**config.mk**
```make
export PLATFORM = sky130hd
export DESIGN_NAME = cm_sort_arb
export DESIGN_NICKNAME = d
export VERILOG_FILES = /design/src/rtl/cm_pkg.sv /design/src/rtl/cm_sort.sv /design/src/rtl/cm_sort_rbuf.sv /design/src/rtl/cm_sort_arb.sv
export SDC_FILE = /design/constraint.sdc
export NUM_CORES = 1
export LEC_CHECK = 0
export ABC_AREA = 1
export BUFFER_PORTS_ARGS = -buffer_cell sky130_fd_sc_hd__clkbuf_2
export CAP_MARGIN = 20
export CORE_ASPECT_RATIO = 1.2
export CORE_UTILIZATION = 55
export CTS_CLUSTER_DIAMETER = 50
export CTS_CLUSTER_SIZE = 28
export DETAILED_ROUTE_END_ITERATION = 7
export PLACE_DENSITY = 0.76
export REMOVE_ABC_BUFFERS = 1
export SYNTH_ARGS = -nofsm -noshare
export SYNTH_HDL_FRONTEND = slang
export SYNTH_SLANG_ARGS = --single-unit
```
**constraint.sdc**
```tcl
create_clock -name i_clk -period 35.2 [get_ports i_clk]
set_input_delay 3.52 -clock i_clk [delete_from_list [all_inputs] [get_ports i_clk]]
set_output_delay 3.52 -clock i_clk [all_outputs]
set_load 0.05 [all_outputs]
```
**src/rtl/cm_pkg.sv**
```systemverilog
// cm_pkg: shared state type and round-robin helper for the cm_sort family
package cm_pkg;
  typedef enum logic [1:0] {RUN, DRAIN, IDLE} t_sort_arb_state;
  localparam int unsigned RR_MAXW = 32;
  // one-hot first set bit of req at or after ptr, wrapping within n (ptr < n <= RR_MAXW)
  function automatic logic [RR_MAXW-1:0] rr_pick(input logic [RR_MAXW-1:0] req, input int unsigned ptr,
                                                 input int unsigned n);
    logic [RR_MAXW-1:0] gnt;
    logic [RR_MAXW-1:0] sh;
    int unsigned idx;
    gnt = '0;
    for (int unsigned i = 0; i < RR_MAXW; i++) begin
      idx = ptr + i;
      idx = (idx >= n) ? idx - n : idx;
      sh = req >> idx;
      if (i < n && gnt == '0 && sh[0]) gnt = RR_MAXW'(1) << idx;
    end
    return gnt;
  endfunction
endpackage

```
**src/rtl/cm_sort.sv**
```systemverilog
// cm_sort: ascending sort of DCNT unsigned elements (index 0 lowest) followed by REG_CNT stages.
// Data-only pipeline; validity is tracked by the owner, so no reset is needed here.
module cm_sort #(
  parameter int DCNT    = 4,
  parameter int DWIDTH  = 8,
  parameter int REG_CNT = 2
) (
  input  logic                         i_clk,
  input  logic [DCNT-1:0][DWIDTH-1:0]  i_data,
  output logic [DCNT-1:0][DWIDTH-1:0]  o_data
);
  logic [DCNT-1:0][DWIDTH-1:0] w_sorted;
  logic [REG_CNT-1:0][DCNT-1:0][DWIDTH-1:0] r_pipe;
  always_comb begin
    w_sorted = i_data;
    for (int p = 0; p < DCNT; p++)
      for (int j = 0; j < DCNT - 1; j++)
        if (w_sorted[j] > w_sorted[j+1]) {w_sorted[j], w_sorted[j+1]} = {w_sorted[j+1], w_sorted[j]};
  end
  always_ff @(posedge i_clk) begin
    r_pipe[0] <= w_sorted;
    for (int s = 1; s < REG_CNT; s++) r_pipe[s] <= r_pipe[s-1];
  end
  assign o_data = r_pipe[REG_CNT-1];
endmodule

```
**src/rtl/cm_sort_rbuf.sv**
```systemverilog
// cm_sort_rbuf: tagged result FIFO; push and pop may coincide at any level, including full.
module cm_sort_rbuf #(
  parameter int DEPTH  = 4,
  parameter int TAGW   = 2,
  parameter int DCNT   = 4,
  parameter int DWIDTH = 8,
  localparam int OW = $clog2(DEPTH + 1),
  localparam int AW = (DEPTH > 1) ? $clog2(DEPTH) : 1
) (
  input  logic                         i_clk,
  input  logic                         i_rst,
  input  logic                         i_push,
  input  logic [TAGW-1:0]              i_tag,
  input  logic [DCNT-1:0][DWIDTH-1:0]  i_data,
  input  logic                         i_pop,
  output logic                         o_vld,
  output logic [TAGW-1:0]              o_tag,
  output logic [DCNT-1:0][DWIDTH-1:0]  o_data,
  output logic [OW-1:0]                o_occ
);
  logic [TAGW-1:0] r_tag [DEPTH];
  logic [DCNT-1:0][DWIDTH-1:0] r_mem [DEPTH];
  logic [AW-1:0] r_wp, r_rp;
  logic [OW-1:0] r_occ;
  logic w_pop;
  assign o_occ  = r_occ;
  assign o_vld  = r_occ != '0;
  assign w_pop  = i_pop & o_vld;
  // outputs forced to zero while empty so reset and idle present clean values
  assign o_tag  = o_vld ? r_tag[r_rp] : '0;
  assign o_data = o_vld ? r_mem[r_rp] : '0;
  always_ff @(posedge i_clk or negedge i_rst) begin
    if (!i_rst) begin
      r_wp  <= '0;
      r_rp  <= '0;
      r_occ <= '0;
    end else begin
      if (i_push) r_wp <= (r_wp == AW'(DEPTH - 1)) ? '0 : r_wp + AW'(1);
      if (w_pop) r_rp <= (r_rp == AW'(DEPTH - 1)) ? '0 : r_rp + AW'(1);
      r_occ <= r_occ + OW'(i_push) - OW'(w_pop);
    end
  end
  always_ff @(posedge i_clk) begin
    if (i_push) begin
      r_mem[r_wp] <= i_data;
      r_tag[r_wp] <= i_tag;
    end
  end
endmodule

```
**src/rtl/cm_sort_arb.sv**
```systemverilog
// cm_sort_arb: round-robin sharing of one cm_sort between RCNT requesters, with credit flow
// control into a tagged result buffer and a flush FSM that drains before going idle.
module cm_sort_arb
  import cm_pkg::*;
#(
  parameter int RCNT       = 4,
  parameter int DCNT       = 4,
  parameter int DWIDTH     = 8,
  parameter int REG_CNT    = 2,
  parameter int RBUF_DEPTH = 4,
  localparam int TAGW = $clog2(RCNT)
) (
  input  logic                                  i_clk,
  input  logic                                  i_rst,
  input  logic [RCNT-1:0]                       i_req,
  input  logic [RCNT-1:0][DCNT-1:0][DWIDTH-1:0] i_data,
  output logic [RCNT-1:0]                       o_gnt,
  input  logic                                  i_flush,
  output logic                                  o_idle,
  output logic                                  o_vld,
  output logic [TAGW-1:0]                       o_tag,
  output logic [DCNT-1:0][DWIDTH-1:0]           o_data,
  input  logic                                  i_rdy
);
  localparam int OW = $clog2(RBUF_DEPTH + 1);
  localparam int IW = $clog2(REG_CNT + 1);
  localparam int CW = ((OW > IW) ? OW : IW) + 1;
  if (RBUF_DEPTH < REG_CNT + 1) begin : g_bad_depth
    $error("cm_sort_arb: RBUF_DEPTH must be >= REG_CNT+1");
  end
  t_sort_arb_state r_state, w_state_nx;
  logic [TAGW-1:0] r_ptr, w_idx;
  logic [IW-1:0] r_infl;
  logic [OW-1:0] w_occ;
  logic [REG_CNT-1:0] r_sv;
  logic [REG_CNT-1:0][TAGW-1:0] r_st;
  logic w_pop, w_push, w_acc, w_credit_ok;
  logic [DCNT-1:0][DWIDTH-1:0] w_sort_in, w_sort_out;
  assign w_pop  = o_vld & i_rdy;
  assign w_push = r_sv[REG_CNT-1];
  // a slot is reserved for every vector in the sorter, so the buffer can never overflow
  assign w_credit_ok = (CW'(w_occ) + CW'(r_infl) - CW'(w_pop)) < CW'(RBUF_DEPTH);
  assign o_idle = (r_infl == '0) && (w_occ == '0);
  assign o_gnt  = (r_state == RUN && !i_flush && w_credit_ok) ?
                  RCNT'(rr_pick(RR_MAXW'(i_req), 32'(r_ptr), RCNT)) : '0;
  assign w_acc  = |o_gnt;
  always_comb begin
    w_idx = '0;
    for (int r = 0; r < RCNT; r++) w_idx = o_gnt[r] ? TAGW'(r) : w_idx;
  end
  assign w_sort_in = i_data[w_idx];
  always_comb begin
    w_state_nx = r_state;
    case (r_state)
      RUN:     w_state_nx = i_flush ? DRAIN : RUN;
      DRAIN:   w_state_nx = o_idle ? IDLE : DRAIN;
      IDLE:    w_state_nx = (|i_req) ? RUN : IDLE;
      default: w_state_nx = RUN;
    endcase
  end
  // vectors caught in the sorter by reset are dropped simply by clearing their valid bits
  always_ff @(posedge i_clk or negedge i_rst) begin
    if (!i_rst) begin
      r_state <= RUN;
      r_ptr   <= '0;
      r_infl  <= '0;
      r_sv    <= '0;
      r_st    <= '0;
    end else begin
      r_state <= w_state_nx;
      if (w_acc) r_ptr <= (w_idx == TAGW'(RCNT - 1)) ? '0 : w_idx + TAGW'(1);
      r_infl <= r_infl + IW'(w_acc) - IW'(w_push);
      r_sv[0] <= w_acc;
      r_st[0] <= w_idx;
      for (int s = 1; s < REG_CNT; s++) begin
        r_sv[s] <= r_sv[s-1];
        r_st[s] <= r_st[s-1];
      end
    end
  end
  cm_sort #(.DCNT(DCNT), .DWIDTH(DWIDTH), .REG_CNT(REG_CNT)) u_sort (
    .i_clk (i_clk),
    .i_data(w_sort_in),
    .o_data(w_sort_out)
  );
  cm_sort_rbuf #(.DEPTH(RBUF_DEPTH), .TAGW(TAGW), .DCNT(DCNT), .DWIDTH(DWIDTH)) u_rbuf (
    .i_clk (i_clk),
    .i_rst (i_rst),
    .i_push(w_push),
    .i_tag (r_st[REG_CNT-1]),
    .i_data(w_sort_out),
    .i_pop (w_pop),
    .o_vld (o_vld),
    .o_tag (o_tag),
    .o_data(o_data),
    .o_occ (w_occ)
  );
endmodule
```
; ---- Word-level counts from Yosys, hierarchy flattened
; Memories as Yosys holds them, arrays and structs flattened.
; Cells that the tools add are included.
[totals]
mem_bits_ro = 0
in_bits = 136
ramBits = 136
register_bits = 83
output_inout_bits = 40
elab_cells = 121
memories = 2
latch_bits = 0
[classes]
n_addsub = 16
bitwise = 2
eq_ne = 5
div = 0
n_shift = 8
reduce_logical = 16
n_mux = 37
multipliers = 0
order_cmp = 18
[mem_list]
columns = memory, depth, word_bits, read_ports, rd_ports_with_merged_regs, wr, line
row1 = u_rbuf.r_mem, 4, 32, 1, 0, 1, cm_sort_rbuf.sv:22  ; logic [DCNT-1:0][DWIDTH-1:0] r_mem [DEPTH];
row2 = u_rbuf.r_tag, 4, 2, 1, 0, 1, cm_sort_rbuf.sv:21  ; logic [TAGW-1:0] r_tag [DEPTH];
[ops]
columns = operator, count
row1 = $mux W32, 9
row2 = $mux W16, 12
row3 = $shr A4 B32 Y1, 4
row4 = $gt A8 B8 Y1, 12
row5 = $logic_not A32 Y1, 3
row6 = $shl A1 B32 Y32 const A, 3
row7 = $bmux W32 S2, 1
row8 = $shl A1 B32 Y4 const A, 1
row9 = $mux W2, 8
row10 = $sub A3 B3 Y4 const B, 3
row11 = $ge A3 B3 Y1 const B, 3
row12 = $eq A2 B2 Y1 const B, 4
row13 = $mux W4, 2
row14 = $reduce_or A4 Y1, 2
row15 = $add A2 B1 Y2 const B, 3
row16 = $add A2 B2 Y3 const B, 2
row17 = $logic_and A1 B1 Y1, 6
row18 = $pmux W2 S3, 1
row19 = $add A3 B2 Y4, 1
row20 = $logic_not A2 Y1, 2
row21 = $lt A4 B3 Y1 const B, 1
row22 = $mux W1, 4
row23 = $sub A2 B3 Y4 const B, 1
row24 = $sub A4 B1 Y4, 1
row25 = 12 further kinds, 13

; ---- Logic depth before layout (Yosys ltp)
; Gate-level depths: netlist (run 1).
[logic_depth]
ltp_word = 37
depth_mapped = 135
ltp_nobuf = 126

; ---- Modules after synthesis
; Synthesis (run 1) repeated with hierarchy kept, for this count alone.
[hier_totals]
hier_cells = 2073
hier_area_um2 = 14951.8
[modules_own_cells]
columns = module, n_inst, area_each_um2, cells_per_inst, seq_area_each_um2
row1 = cm_sort_rbuf, 1, 6188.4, 588, 4259.1
row2 = cm_sort, 1, 6067.1, 945, 1281.2
row3 = cm_sort_arb, 1, 2696.3, 540, 300.3

; ---- Worst setup path after synthesis (run 1)
; Ideal clock, no wire load.
[synth_timing]
path_type = input -> register
startpoint = input port i_rdy
endpoint = register u_sort.r_pipe[22] (netlist name)
slack_ns = 15.712
stages = 99
setup_ns = 0.114
n_path_buf = 12
required_ns = 35.086
arrival_ns = 19.375
path_cell_list = nand2_1 inv_1 ha_1 inv_1 ha_1 nand3_1 and3_1 nor4_1 nand3_2 nand2_2 buf_6 buf_2 clkbuf_1 nand2_1 a32o_1 ha_1 nand2_1 o21ai_0 [63 not listed] ha_1 nand2_1 nor2_1 a211oi_1 nand2_4 nand2_4 buf_8 nand2_2 and2_1 ha_1 nand2_1 o21ai_0 nand2_1 a32oi_1 inv_1 clkbuf_1 nand3_1 nand2_1
[synth_rtl]
columns = element, line
row1 = from (decl), cm_sort_arb.sv:23  ; input logic i_rdy
row2 = to (decl), cm_sort.sv:13  ; logic [REG_CNT-1:0][DCNT-1:0][DWIDTH-1:0] r_pipe;

==> results of run 1 <==
## metal layers
| metal | vias to the layer above | share of wire, % | global-route usage [%] |
|---|---|---|---|
| li1 | 6043 | - | - |
| met1 | 5387 | 40 | 28.5 |
| met2 | 386 | 52 | 48.6 |
| met3 | 79 | 4.0 | 1.68 |
| met4 | 0 | 3.7 | 10.3 |
| met5 | - | 0 | 0 |
## final cells by class
| type | count | area (um2) |
|---|---|---|
| well taps | 320 | 400 |
| fillers | 2104 | 9090 |
| clock buffers | 16 | 337 |
| multi-input cells | 1266 | 6770 |
| repair buffers | 181 | 921 |
| clock inverters | 4 | 38.8 |
| inverters | 173 | 649 |
| flip-flops and latches | 219 | 5840 |
## cell families (layout without fill, tap and decap cells)
logic type,after synthesis,in the layout,synth area share [%]
compound gates,404,404,16.2
xor+xnor,4,4,0.258
fa+ha+maj,107,107,9.93
buf+inv,243,374,7.00
flops,219,219,43.1
simple gates,751,751,23.6
## placed cells by master, fill, tap and decap left out, drive strengths merged, types with 2 or more instances in the layout
master,count
ha,106
xor2,2
o21ai,262
clkbuf,191
nand3b,5
a21oi,87
o21bai,4
or2,17
and2,7
inv,172
edfxtp,136
buf,6
a32oi,10
a211oi,11
nor3,5
o21a,2
o211ai,18
dfrtp,19
nor2,205
dfxtp,64
o31ai,2
nand2,412
o22ai,3
a32o,3
clkinv,5
xnor2,2
nand4,7
nand3,91
## synth_stat cells, drive strengths merged (3+ instances only)
cell / count / area share, %
o21bai: 4 / 0.22
nand3b: 5 / 0.30
buf: 12 / 0.61
or2: 17 / 0.78
dfxtp: 64 / 9.4
nor2: 205 / 5.8
o21ai: 262 / 9.7
nand3: 91 / 3.4
and2: 7 / 0.32
a21oi: 87 / 3.2
nand2: 412 / 12
a32o: 3 / 0.22
edfxtp: 136 / 30
clkinv: 4 / 0.11
nand4: 7 / 0.37
o22ai: 3 / 0.14
dfrtp: 19 / 3.5
nor3: 5 / 0.18
clkbuf: 58 / 1.6
inv: 169 / 4.7
a211oi: 11 / 0.61
ha: 106 / 9.8
o211ai: 18 / 1.0
a32oi: 10 / 0.70
## critical path, delay by kind of cell
| kind | cells | cell delay, ns |
|---|---|---|
| buffers and inverters | 17 | 4.82 |
| AO/OA/AOI/OAI | 20 | 7.51 |
| AND/OR/NAND/NOR | 38 | 5.41 |
| adder cells (fa/ha/maj) | 10 | 3.03 |
## state kept, by name, summed over array words and instances (netlist names)
signal and flops:
u_rbuf.r_tag 8, u_rbuf.r_wp 2, u_sort.r_pipe 32, u_rbuf.o_occ 3
r_ptr 2, u_sort.o_data 32, r_infl 2, r_state 2
r_sv 2, r_st 4, u_rbuf.r_rp 2, u_rbuf.r_mem 128
## path summary, 6_finish.rpt
kind / from / endpoint / slack, ns / cells after the start
max in group asynchronous: i_rst / u_rbuf.r_rp[0]$_DFFE_PN0P_ / 31.85 / 1
min in group asynchronous: i_rst / u_rbuf.r_rp[1]$_DFFE_PN0P_ / 3.00 / 1
hold / removal: u_sort.r_pipe[25]$_DFF_P_ / u_sort.o_data[25]$_DFF_P_ / 0.33 / 0
setup reg to reg: u_rbuf.o_occ[1]$_DFF_PN0_ / u_sort.r_pipe[19]$_DFF_P_ / 13.77 / 86
setup / recovery: i_rdy / u_sort.r_pipe[19]$_DFF_P_ / 11.29 / 85
hold reg to reg: u_sort.r_pipe[25]$_DFF_P_ / u_sort.o_data[25]$_DFF_P_ / 0.33 / 0
## stage by stage
step | hold WS, ns | cell area (um2) | cells | utilization, %
2_1_floorplan | 0.310 | 13300 | 1658 | -
3_3_place_gp | 0.310 | 14600 | 2159 | 60.7
3_5_place_dp | 0.312 | 14600 | 2159 | 60.7
4_1_cts | 0.335 | 15000 | 2179 | 62.2
5_1_grt | 0.338 | 15000 | 2179 | 62.2
6_report | 0.333 | 15000 | 2179 | 62.2
==> results.md, run 1 <==
- TritonCTS built the clock tree.
- Routability-driven placement finished with a final weighted congestion of 0.941.
- STA puts the critical path data arrival time at between 20 and 25 ns.
- The path class of the tightest hold or removal check is register to register.
- The worst setup path is captured at a register.
- The first-pass iteration count of the detailed router is 6.
- For the worst-skew pair, the clock arrives at the later sink with an insertion delay of 0.46 ns.
- Adding up every negative setup slack in the final design gives 0 ns.
- The final-report hold violation count was 0.
- The minimum setup slack after placement is about 11 ns.
- Synthesis inferred 219 register bits.
- The worst path required time is roughly 36 ns.
- The number of inserted diodes is 0.
- In this run the tightest slew margin relative to its limit is 33.2%.
- The via-per-instance ratio is 5.46.
- Counting flops with an async set or reset pin after synthesis yields a share of just under 9%.
- The synthesis-to-finish area growth is 10.3%.
- The final critical path takes up between 60% and 70% of the cycle.
- On the final layout, the worst clock skew is 0.0145 ns.
- The global routing usage summed across all routing layers is between 20% and 30%.
- The number of DRC violations after detailed routing is 0.
- Timing would allow up to around 0.042 GHz.
- The critical path in this run is classified as input port to register.
- The maximum number of pins on one net before global-route repair is between 70 and 80.
- The count of hold buffers inserted by post-cts repair is 0.
- The number of violations reported at the end of detailed-routing iteration 0 is roughly 680.
- CTS saw about 220 sinks.
- The port buffer count is ~180.
- The most used flip-flop cell after synthesis is edfxtp_1.
- The wire length of the first global-routing pass is approximately 52000 um.
- The worst setup path is launched from an input port.
- A synthesized cell averages 7.85 um2.
- The most numerous cell type found on the critical path is nand2_1.
- The maximum buffer depth of the clock tree is 3.
- The die is ~170 um tall.
- The count of buffers added by post-CTS timing repair for setup is 0.
- Setup slack closes at ~11 ns.
- The netlist uses 48 different library cells.
- The die covers around 25000 um2.
- Across the run, the number of max-cap violations was 0.
- The initial antenna violation count was 0.
- The total number of vias is around 12000.
- The master of the slowest instance on the critical path is nor4_1.
- The total wire length after detailed routing is 32100 um.
- For this run, the number of Yosys warnings is 0.
- The core area is about 24000 um2.
- Summed over all layers, the global routing overflow is 0.
- The run finished with clean final reports.
- The final max-slew violation count is 0.
- The portion of the post-synthesis area used by sequential elements is 43.1%.
- The I/O pin count is between 150 and 200.
- The routed design could run at a clock period as short as 23.91 ns.
- The average routed wire per standard cell is ~15 um.
- The maximum fanout count along the critical path is a little under 60.
- The detail route stage leaves a number of antenna-violating nets equal to 0.
- For this run, the post-layout net count is about 2100.
- The post-synthesis cell count is 1728.
- Setup violations remaining at the end of the flow were counted as 0.
- The floorplan row count is 62.
- In this run the number of H-tree levels came out at 1.
- From left edge to right edge, the die measures ~150 um.
- The mapped netlist covers 13600 um2.
- For the pin with the worst max-slew slack, the measured transition is around 1.0 ns.
- The clock root buffer is clkbuf_16.
- The fraction of layout instances using a drive strength above 1 is between 10 and 15%.
- On the worst path, the slowest cell contributes a delay of a little under 0.8 ns.
- The post-cts sizing count is 0.
- The HPWL reported at the end of detailed placement is approximately 24000 um.
- Clock-pin slew was measured on the worst setup and hold paths at about 0.1 ns.
- Once the floorplan was initialized, standard cells occupied 56.4% of the core.
- The via count of the first global-routing pass is 11100.
- The synthesized design contains approximately 140 enable-type register cells.
- Buffers inserted during clock tree synthesis total 12.
- Setup repair after global routing left no endpoint under its margin.
Power of run 1 is left out: the tool's default activity adds up to more than one toggle a clock period on the data nets, which glitch-free logic cannot reach.
==> run 2: changes to the inputs <==
--- a/config.mk
+++ b/config.mk
@@ -9,11 +9,11 @@
 export BUFFER_PORTS_ARGS = -buffer_cell sky130_fd_sc_hd__clkbuf_2
 export CAP_MARGIN = 20
 export CORE_ASPECT_RATIO = 1.2
-export CORE_UTILIZATION = 55
+export CORE_UTILIZATION = 53
 export CTS_CLUSTER_DIAMETER = 50
 export CTS_CLUSTER_SIZE = 28
 export DETAILED_ROUTE_END_ITERATION = 7
-export PLACE_DENSITY = 0.76
+export PLACE_DENSITY = 0.77
 export REMOVE_ABC_BUFFERS = 1
 export SYNTH_ARGS = -nofsm -noshare
 export SYNTH_HDL_FRONTEND = slang
==> constraint.sdc (replaced) <==
create_clock -name i_clk -period 20 [get_ports i_clk]
set_input_delay 2 -clock i_clk [delete_from_list [all_inputs] [get_ports i_clk]]
set_output_delay 2 -clock i_clk [all_outputs]
set_load 0.05 [all_outputs]
==> run 2 against run 1 <==
  * Via count increased by 0.49%
  * Critical path type unchanged
  * First-iteration DRC count up 16%
  * Worst hold slack got worse by 0.0031 ns
  * Sequential share of layout area shrank 0.55 points
  * Highest routed layer unchanged
  * Global-route usage up 0.25 points
==> results.md, run 2 (synthesis gave the netlist of run 1 again) <==
- The flow ran to the end, and the final reports show no timing, DRC or antenna violations.
- TritonCTS created 13 clock buffers.
- Data on the critical path arrives at its endpoint at 18.89 ns.
- The fraction of layout instances using a drive strength above 1 is about 16%.
- Measured against its own limit, the worst slew margin works out to about two fifths.
- The via count of the first global-routing pass is 11400.
- Counting along the longest clock path gives a buffer depth of 3.
- The number of violations reported at the end of detailed-routing iteration 0 is around 800.
- The register with the highest flop count is u_rbuf.r_mem.
- The clock tree from TritonCTS is yes.
- Counting buffers and inverters, the worst setup path is 102 cells deep.
- The count of hold buffers inserted by post-cts repair is 0.
- The summed area of non-filler cells in the final layout is around 15000 um2.
- The clock input transition at the sequential cells of the worst setup and hold paths is around 0.09 ns.
- Global routing finished with a remaining overflow of 0.
- The startpoint of the lowest-slack register-to-register path is r_ptr[0]$_DFFE_PN0P_.
- CTS built an H-tree with a depth of 1.
- The setup-violating endpoint count in the final report is 0.
- The die covers approximately 26000 um2.
- The congestion estimate from routability-driven global placement came to 0.950.
- The initial antenna violation count came to 0.
- For the worst setup path, the data required time is between 20 and 25 ns.
- In this run the critical register-to-register path is captured at u_sort.r_pipe[31]$_DFF_P_.
- The total number of vias is between 10000 and 15000.
- The shortest clock period the worst path allows after layout is ~18 ns.
- The clock network latency to the later pin of the worst-skew pair is ~0.48 ns.
- After detailed routing, the number of remaining DRC violations is 0.
- The number of inserted diodes is 0.
- Counting every sink on the clock net gives between 200 and 250.
- The startpoint identified for the worst hold timing path is u_sort.r_pipe[7]$_DFF_P_.
- The final layout contains between 2000 and 2500 nets.
- The starting utilization of the core area is 54.4%.
- The floorplan row count is 63.
- The largest stage delay on the critical path is roughly 0.54 ns.
- The number of cells on the worst reg-to-reg path is between 100 and 150.
- The total of max-cap violations is 0.
- The post-route clock period utilization is between 90% and 100%.
- The total wire length after detailed routing is 33400 um.
- The maximum number of pins on one net before global-route repair is a little over 70.
- The library cell used most frequently in the layout, excluding fill and tap cells, is nand2_1.
- Based on the critical path, the design can be clocked at up to approximately 0.054 GHz.
- The x dimension of the die is around 150 um.
- Using the TritonRoute via totals, the vias-per-cell ratio works out to about 5.4.
- The number of flip-flops under the largest register name is 128.
- The worst-margin pin slew is roughly 0.91 ns.
- The wire length of the first global-routing pass is between 50000 and 60000 um.
- In the layout the commonest cells are nand2_1 (380), o21ai_0 (235), nor2_1 (198).
- Global routing used 25.4% of the available tracks.
- Buffers added to address setup during post-CTS repair amount to 0.
- The worst hold path belongs to the class register to register.
- The maximum fanout count along the critical path is 49.
- The I/O pin count is ~180.
- STA classifies the critical path startpoint as an input port.
- Measured along the y axis, the die boundary spans ~180 um.
- The worst clock skew is ~0.015 ns.
- Input and output buffers added on the ports amount to ~180.
- The worst register-to-register path has a setup slack of about 2.1 ns.
- The area growth from synthesis to layout is 11.9%.
- After clock tree synthesis, the repair step resized 0 gates.
- The critical path starts at i_req[0].
- The final-report hold violation count is 0.
- The HPWL reported at the end of detailed placement is between 20000 and 25000 um.
- The number of buffers and inverters on the critical path is 19.
- On the critical path, the stage with the largest delay is an instance of o21ai_0.
- The setup path with the least slack is of type input port to register.
- By instance count, the cell type seen most on the critical path is nand2_1.
- The core area is 24900 um2.
- The final max-slew violation count is 0.
- The post-detailed-route count of antenna-violating nets is 0.
- The core utilization of the finished layout is between 60% and 70%.
- The total cell area at the placement stage is between 10000 and 15000 um2.
- The critical path capture point type is a register.
- For this run, the detailed router's first-pass iteration total came to 8.
- The kind of cell adding the most delay to the critical path is simple AND/OR/NAND/NOR gates.
- In this run the worst setup path terminates at u_sort.r_pipe[31]$_DFF_P_.
- The average routed wire per standard cell is around 15 um.
- CTS placed an instance of clkbuf_16 at the clock tree root.
[run 2: cell count changes in the layout (fill, tap and decap cells not counted), moves of 5 or more]
cell | before | now
o21ai_1 | 4 | 22
buf_4 | 6 | 16
o21ai_0 | 256 | 235
clkinvlp_4 | 0 | 5
inv_1 | 158 | 152
[run 2: area by class of cell]
| cell class | count | area [um2] |
|---|---|---|
| clock buffer | 17 | 340 |
| clock inverter | 5 | 88.8 |
| multi-input combinational | 1266 | 6820 |
| timing repair buffer | 191 | 996 |
| sequential | 219 | 5840 |
| fill | 2226 | 9730 |
| timing repair inverter | 2 | 12.5 |
| inverter | 173 | 672 |
| tap | 325 | 407 |
[run 2: worst min-delay path by stage]
stage / endpoint / slack (ns) / depth (start not counted)
2_1_floorplan: u_sort.o_data[0]$_DFF_P_ / 0.31 / 0
3_3_place_gp: u_sort.o_data[9]$_DFF_P_ / 0.31 / 0
3_5_place_dp: u_sort.o_data[7]$_DFF_P_ / 0.31 / 0
4_1_cts: u_sort.o_data[7]$_DFF_P_ / 0.33 / 0
5_1_grt: u_sort.o_data[7]$_DFF_P_ / 0.34 / 0
6_report: u_sort.o_data[7]$_DFF_P_ / 0.33 / 0
[run 2: stage by stage]
step | setup slack, ns | instances | hold slack, ns | TNS (ns)
after global routing | -0.0893 | 2198 | 0.341 | -0.897
after floorplan | -0.616 | 1658 | 0.310 | -9.66
after CTS | 0.261 | 2196 | 0.329 | 0
after global placement | 0.393 | 2174 | 0.311 | 0
after detailed placement | -0.238 | 2174 | 0.312 | -3.12
final | 1.53 | 2198 | 0.330 | 0
[run 2: worst register-to-register path: cells and delay by family (launching register included)]
family | cells | cell delay, ns
AO/OA/AOI/OAI | 20 | 4.90
adder cells (fa/ha/maj) | 9 | 2.90
buffers and inverters | 19 | 3.33
flip-flops | 1 | 0.57
AND/OR/NAND/NOR | 54 | 6.09
[run 2: routing by layer]
layer,GRT usage (%),routed length [um],vias up
li1,-,-,6080
met1,27.7,13100,5420
met2,48.8,17400,370
met3,1.91,1350,83
met4,13.1,1490,0
met5,0,0,-
Power of run 2 is left out for the same reason.
